[config.mk]
export PLATFORM = sky130hd
export DESIGN_NAME = io_line_arbiter
export DESIGN_NICKNAME = d
export VERILOG_FILES = /design/src/rtl/io_line_arbiter_pkg.sv /design/src/rtl/rr_arbiter2.sv /design/src/rtl/io_line_arbiter.sv
export SDC_FILE = /design/constraint.sdc
export NUM_CORES = 1
export LEC_CHECK = 0
export BUFFER_PORTS_ARGS = -buffer_cell sky130_fd_sc_hd__buf_2
export CORE_UTILIZATION = 50
export CTS_CLUSTER_DIAMETER = 100
export DETAILED_ROUTE_END_ITERATION = 10
export GPL_TIMING_DRIVEN = 1
export PLACE_DENSITY = 0.73
export SETUP_SLACK_MARGIN = 0.02
export SLEW_MARGIN = 20
export SYNTH_ARGS = -nofsm -noshare
export SYNTH_HDL_FRONTEND = slang
export SYNTH_SLANG_ARGS = --single-unit
[constraint.sdc]
create_clock -name clk -period 3.35 [get_ports clk]
set_input_delay 0.1675 -clock clk [delete_from_list [all_inputs] [get_ports clk]]
set_output_delay 0.1675 -clock clk [all_outputs]
set_load 0.02 [all_outputs]
[src/rtl/io_line_arbiter_pkg.sv]
// Shared definitions for the two-requester single-wire line arbiter.
// Holds the sequencer state encoding, default timing and a counter-width helper.
package io_line_arbiter_pkg;

    typedef enum logic [1:0] {
        StIdle,
        StShift,
        StTurn,
        StSample
    } state_e;

    localparam int unsigned DefBitCycles  = 4;
    localparam int unsigned DefTurnCycles = 2;

    // The counter only ever has to reach max_cycles-1.
    function automatic int unsigned cnt_width(input int unsigned max_cycles);
        return (max_cycles > 1) ? $clog2(max_cycles) : 1;
    endfunction

endpackage

[src/rtl/rr_arbiter2.sv]
// Two-way round-robin arbiter. The prio bit picks the winner on a tie and,
// once a grant is taken, moves to the requester that lost.
module rr_arbiter2 (
    input  logic       clk,
    input  logic       rst,
    input  logic [1:0] req,
    input  logic       update,
    output logic [1:0] gnt,
    output logic       valid
);

    logic prio_q, prio_d;
    logic [1:0] gnt_c;

    always_comb begin
        gnt_c = req;
        if (req == 2'b11) begin
            gnt_c = prio_q ? 2'b10 : 2'b01;
        end
    end

    // After a grant to requester k, prio becomes 1-k.
    always_comb begin
        prio_d = prio_q;
        if (update) begin
            prio_d = gnt_c[0];
        end
    end

    always_ff @(posedge clk) begin
        if (rst) begin
            prio_q <= 1'b0;
        end else begin
            prio_q <= prio_d;
        end
    end

    assign gnt   = gnt_c;
    assign valid = |req;

endmodule

[src/rtl/io_line_arbiter.sv]
// Grants a shared bidirectional line to one of two requesters, shifts its byte
// out MSB first, releases the line, then samples a single reply bit.
module io_line_arbiter
    import io_line_arbiter_pkg::*;
#(
    parameter int unsigned BIT_CYCLES  = DefBitCycles,
    parameter int unsigned TURN_CYCLES = DefTurnCycles
) (
    input  logic       clk,
    input  logic       rst,
    input  logic [1:0] req,
    input  logic [7:0] data0,
    input  logic [7:0] data1,
    output logic [1:0] gnt,
    output logic       busy,
    output logic       done,
    output logic       ack,
    output logic       io_oe,
    output logic       io_out,
    input  logic       io_in
);

    localparam int unsigned MaxCycles = (BIT_CYCLES > TURN_CYCLES) ? BIT_CYCLES : TURN_CYCLES;
    localparam int unsigned CntW      = cnt_width(MaxCycles);

    localparam logic [CntW-1:0] BitLast  = CntW'(BIT_CYCLES - 1);
    localparam logic [CntW-1:0] TurnLast = CntW'(TURN_CYCLES - 1);

    state_e          state_q, state_d;
    logic [CntW-1:0] cnt_q, cnt_d;
    logic [2:0]      bit_idx_q, bit_idx_d;
    logic [7:0]      shreg_q, shreg_d;
    logic [1:0]      gnt_q, gnt_d;
    logic            io_oe_q, io_oe_d;
    logic            io_out_q, io_out_d;
    logic            done_q, done_d;
    logic            ack_q, ack_d;

    logic [1:0] arb_gnt;
    logic       arb_valid;
    logic       arb_update;
    logic [7:0] data_sel;

    rr_arbiter2 u_arb (
        .clk    (clk),
        .rst    (rst),
        .req    (req),
        .update (arb_update),
        .gnt    (arb_gnt),
        .valid  (arb_valid)
    );

    assign data_sel = arb_gnt[1] ? data1 : data0;

    // Line outputs are computed for the next state so they leave a flop directly.
    always_comb begin
        state_d    = state_q;
        cnt_d      = cnt_q;
        bit_idx_d  = bit_idx_q;
        shreg_d    = shreg_q;
        gnt_d      = gnt_q;
        io_oe_d    = 1'b0;
        io_out_d   = 1'b0;
        done_d     = 1'b0;
        ack_d      = ack_q;
        arb_update = 1'b0;

        unique case (state_q)
            StIdle: begin
                if (arb_valid) begin
                    state_d    = StShift;
                    gnt_d      = arb_gnt;
                    shreg_d    = data_sel;
                    bit_idx_d  = 3'd7;
                    cnt_d      = '0;
                    io_oe_d    = 1'b1;
                    io_out_d   = data_sel[7];
                    arb_update = 1'b1;
                end
            end
            StShift: begin
                io_oe_d  = 1'b1;
                io_out_d = io_out_q;
                if (cnt_q == BitLast) begin
                    cnt_d = '0;
                    if (bit_idx_q == 3'd0) begin
                        state_d  = StTurn;
                        io_oe_d  = 1'b0;
                        io_out_d = 1'b0;
                    end else begin
                        bit_idx_d = bit_idx_q - 3'd1;
                        io_out_d  = shreg_q[bit_idx_q - 3'd1];
                    end
                end else begin
                    cnt_d = cnt_q + CntW'(1);
                end
            end
            StTurn: begin
                if (cnt_q == TurnLast) begin
                    cnt_d   = '0;
                    state_d = StSample;
                end else begin
                    cnt_d = cnt_q + CntW'(1);
                end
            end
            StSample: begin
                if (cnt_q == BitLast) begin
                    cnt_d   = '0;
                    state_d = StIdle;
                    done_d  = 1'b1;
                    ack_d   = io_in;
                    gnt_d   = 2'b00;
                end else begin
                    cnt_d = cnt_q + CntW'(1);
                end
            end
            default: begin
                state_d = StIdle;
                gnt_d   = 2'b00;
            end
        endcase
    end

    always_ff @(posedge clk) begin
        if (rst) begin
            state_q   <= StIdle;
            cnt_q     <= '0;
            bit_idx_q <= 3'd0;
            shreg_q   <= 8'h00;
            gnt_q     <= 2'b00;
            io_oe_q   <= 1'b0;
            io_out_q  <= 1'b0;
            done_q    <= 1'b0;
            ack_q     <= 1'b0;
        end else begin
            state_q   <= state_d;
            cnt_q     <= cnt_d;
            bit_idx_q <= bit_idx_d;
            shreg_q   <= shreg_d;
            gnt_q     <= gnt_d;
            io_oe_q   <= io_oe_d;
            io_out_q  <= io_out_d;
            done_q    <= done_d;
            ack_q     <= ack_d;
        end
    end

    assign gnt    = gnt_q;
    assign busy   = (state_q != StIdle);
    assign done   = done_q;
    assign ack    = ack_q;
    assign io_oe  = io_oe_q;
    assign io_out = io_out_q;

endmodule

## Word-level counts from Yosys, hierarchy flattened

Index checks and enable logic that the tools add are counted.

- Input bits: 21
- Output and inout port bits: 7
- Bits in registers: 22
- Logic and storage cells: 70

- Bitwise logic cells: 1
- Reduce and logical (&&, ||, !) cells: 13
- Multiplexer cells: 31
- Add/sub/neg operators: 2
- Equal/unequal tests: 12
- $lt $le $gt $ge: 1

Operator list:

| kind | count |
|---|---|
| two-way mux 2 bit | 11 |
| != test 2 bit (second input constant) | 6 |
| two-way mux 1 bit | 9 |
| two-way mux 3 bit | 3 |
| equality test 2 bit (second input constant) | 4 |
| two-way mux 8 bit | 1 |
| case mux 2 bit (4 select lines) | 1 |
| case mux 2 bit (3 select lines) | 1 |
| case mux 3 bit (2 select lines) | 1 |
| nonzero test 2 bit | 3 |
| OR reduction 2 bit | 3 |
| AND reduction 5 bit | 1 |
| equality test 2 x 1 -> 1 bit (second input constant) | 2 |
| < comparator 3 x 4 -> 1 bit (second input constant) | 1 |
| case mux 1 bit (2 select lines) | 2 |
| case mux 2 bit (2 select lines) | 1 |
| AND reduction 2 bit | 2 |
| AND reduction 4 bit | 1 |
| binary-select mux 1 bit (select 3 bit) | 1 |
| zero test 3 bit | 1 |
| AND reduction 3 bit | 1 |
| subtractor 3 x 1 -> 3 bit (second input constant) | 1 |
| adder 2 x 1 -> 2 bit (second input constant) | 1 |
| zero test 2 bit | 1 |
| inverter 1 bit | 1 |

## Depth between registers and ports, before layout

- Depth in word-level cells: 6
- Gate-level depth with buffers: 8
- Depth with buffers taken out: 6

## By module

Synthesis repeated with hierarchy kept, for this count alone.

- Cells, all modules: 137
- Area, all modules: 1295.0 µm²

Modules (own cells, without submodules):

| module | area an instance (µm²) | instances | seq. area each (µm²) | cells each |
|---|---|---|---|---|
| io_line_arbiter | 1226.2 | 1 | 420.4 | 129 |
| rr_arbiter2 | 68.8 | 1 | 20.0 | 8 |

## Least setup slack after synthesis

Ideal clock, no wire load.

- Path type: register -> register
- Start: register state_q[0]
- End: register bit_idx_q[2]
- Path buffers: 0
- Arrival: 1.500 ns
- Stages on the path, launching flop included: 7
- Period minus slack after synthesis: 1.632 ns
- Required time: 3.219 ns
- Slack: 1.718 ns
- Setup time: 0.131 ns
- Path through: dfxtp_1 -> inv_1 -> ha_1 -> nor3b_2 -> or4_1 -> a31oi_1 -> a311oi_1

- Cells in the longest elaborated chain, start to end: 3
- Elaborated cells between the ends (all ways): 8
- Those cells by class: eq/ne: 4; mux: 1; reduce/logical: 3

RTL lines:

| element | line | text |
|---|---|---|
| from (decl) | io_line_arbiter.sv:29 | `state_e state_q, state_d;` |
| from (signal assigned) | io_line_arbiter.sv:126 | `state_q <= StIdle;` |
| from (signal assigned) | io_line_arbiter.sv:136 | `state_q <= state_d;` |
| equality test 2 x 1 -> 1 bit or zero test 2 bit (tied branches) | io_line_arbiter.sv:68 | `unique case (state_q)` |
| != test 2 bit (no line) or nonzero test 2 bit (tied branches) | n/a |  |
| AND reduction 4 bit (no line) | n/a |  |
| to (signal assigned) | io_line_arbiter.sv:138 | `bit_idx_q <= bit_idx_d;` |
| to (decl) | io_line_arbiter.sv:31 | `logic [2:0] bit_idx_q, bit_idx_d;` |

Parallel ways exist; a longest one is shown, timed or not.
A chain may end at the register's enable or synchronous reset.

## Worst setup path after layout

Same ends and word-level chain as after synthesis.

==> metrics.csv <==
metric,value,unit
timing.rr.start,state_q[0]$_SDFFE_PP0P_,
whs,0.0924,ns
fp.coreArea,0.00230,mm²
cts.path.max_buffers,2,
num_rows,17,
globalRouteOverflowTotal,0,
clk_latency,0.32,ns
place_hpwl,1980,µm
path_clk_slew,0.12,ns
grt_pass1_wl,4730,µm
drc,0,
drive_gt1_frac,0.229,
end_kind,flop,
max_cap_viol_count,0,
crit_arrival,2.11,ns
track_usage,0.235,
final_max_slew_viol_count,0,
max_freq,522,MHz
n_fill_cell,208,
cts.htree.levels,1,
async_flop_share,0,
start_util,0.551,
worstPathMaxFanout,12,
synth_warnings,0,
final_common_cell,buf_2,
cts.repair.resized,0,
setup_violations,0,
io_pins,28,
critPathLaunch,state_q[0]$_SDFFE_PP0P_,
ant_nets,0,
die_area,0.00274,mm²
synth_cells,147,
ir_drop,0.000502,V
cp.required,3.55,ns
syn-mean-instance-area,8.61,µm²
viasPerCell,5.77,
first_pass_iters,5,
worstHoldStart,io_in,
cts_tree,done,
synthFlopType,dfxtp_1,
finClkSkew,0.00767,ns
power,1.21,mW
drt_wl_total,2690,µm
post_cts_buffers,0,
syn-num-nets,177,
routed-via-count,1143,
hold_path_class,primary input to flop,
synth_edf_count,0,
relSlewSlack,0.725,
ys_types,41,
ys_seq_area_frac,0.348,
n_antenna_cell,0,
gp_congestion,0.903,
leakagePower,0.612,nW
nNetsFinal,201,
grt_start_max_net_pins,23,
fin_crit,1.91,ns
hold_violations,0,
cts_root_buf,clkbuf_4,
die_h,52.3,µm
tightest_slew,0.413,ns
critPathKind,flop to flop,
grt_pass1_vias,1062,
antenna_found_initial,0,
numCtsBuffers,3,
first_iter_violations,40,
setup_tns,0,ns
pwr_density_cell,843,mW/mm²
synth_area,0.00127,mm²
layout_common_cells,"buf_2 (27), dfxtp_1 (22), nor2_1 (19), nand2_1 (15), a311oi_1 (11)",
avgRoutedWirePerCell,13.6,µm
die_width,52.3,µm
rsz0062_at_grt,no,
cts_sinks,22,
cts-hold-fix-buffers,0,
setup.worst_path.start_class,flop,
area_growth,13.0,%
post-route-period-util,0.572,
port_buffers,27,
ys_seq_elements,22,
outcome,"complete, no violations",
worst paths after layout:
kind	slack (ns)	cells past startpoint	end
hold reg to reg	0.48	2	ack$_SDFFE_PP0P_
setup / recovery	1.44	6	bit_idx_q[2]$_SDFFE_PP0P_
setup reg to reg	1.44	6	bit_idx_q[2]$_SDFFE_PP0P_
hold / removal	0.09	3	ack$_SDFFE_PP0P_
metal layers:
layer / vias up / global-route usage / part of all wire
met5: - / 0 / 0
met1: 518 / 0.335 / 0.50
li1: 580 / - / -
met4: 0 / 0.145 / 0.031
met2: 36 / 0.333 / 0.42
met3: 9 / 0.0261 / 0.044
worst max-delay path: stages, from the launching register on:
cell,delay (ns)
dfxtp_1,0.39
inv_1,0.09
ha_1,0.34
nor3b_2,0.24
or4_1,0.50
a31oi_1,0.17
a311oi_1,0.06
kinds of logic (layout without fill, tap and decap cells):
group                    after synthesis  after routing  share of synthesized area
AND/OR/NAND/NOR                       57             57                      0.221
flip-flops                            22             22                      0.348
buffers and inverters                 18             41                     0.0751
adder cells (fa/ha/maj)                9              9                     0.0889
multiplexers                           3              3                     0.0474
XOR/XNOR                               1              1                    0.00692
AO/OA/AOI/OAI                         37             37                      0.212
Yosys cell counts, types with 2 or more instances:
cell type,count,area share
nor2_1,19,0.056
buf_2,2,0.0079
inv_1,9,0.027
a311oi_1,11,0.076
a31oi_1,6,0.030
nor3_1,2,0.0079
dfxtp_1,22,0.35
or2b_1,2,0.012
nor2b_1,2,0.0099
a22oi_1,2,0.012
nand2_1,15,0.044
nand3_1,8,0.032
a21oi_1,8,0.032
o21ai_0,2,0.0079
clkbuf_1,2,0.0059
ha_1,9,0.089
buf_4,2,0.012
final cells by class:
cell class / instances / area [µm²] / share of cell area
multi-input cells: 107 / 731 / 0.510
flip-flops and latches: 22 / 440 / 0.308
repair buffers: 27 / 135 / 0.0944
inverters: 10 / 37.5 / 0.0262
well taps: 28 / 35.0 / 0.0245
clock inverters: 1 / 30.0 / 0.0210
clock buffers: 3 / 22.5 / 0.0157
through the flow:
step | instances | instance area (µm²) | util | setup WS, ns
global route | 198 | 1430 | 0.623 | 1.25
global placement | 194 | 1380 | 0.600 | 1.53
detailed placement | 194 | 1380 | 0.600 | 1.45
floorplan | 147 | 1270 | - | 1.72
finish | 198 | 1430 | 0.623 | 1.44
CTS | 198 | 1430 | 0.623 | 1.44
flip-flops by register name, indices dropped and copies added (netlist names):
signal,count
io_out,1
io_oe,1
shreg_q,8
cnt_q,2
gnt,2
ack,1
state_q,2
bit_idx_q,3
done,1
u_arb.prio_q,1
where the power goes:
group / total [mW] / switching (mW) / internal, mW
registers: 0.401 / 0.0565 / 0.344
clock network: 0.207 / 0.0855 / 0.121
logic: 0.600 / 0.355 / 0.244
total: 1.21 / 0.497 / 0.710
Power figures use the tool's default switching activity.
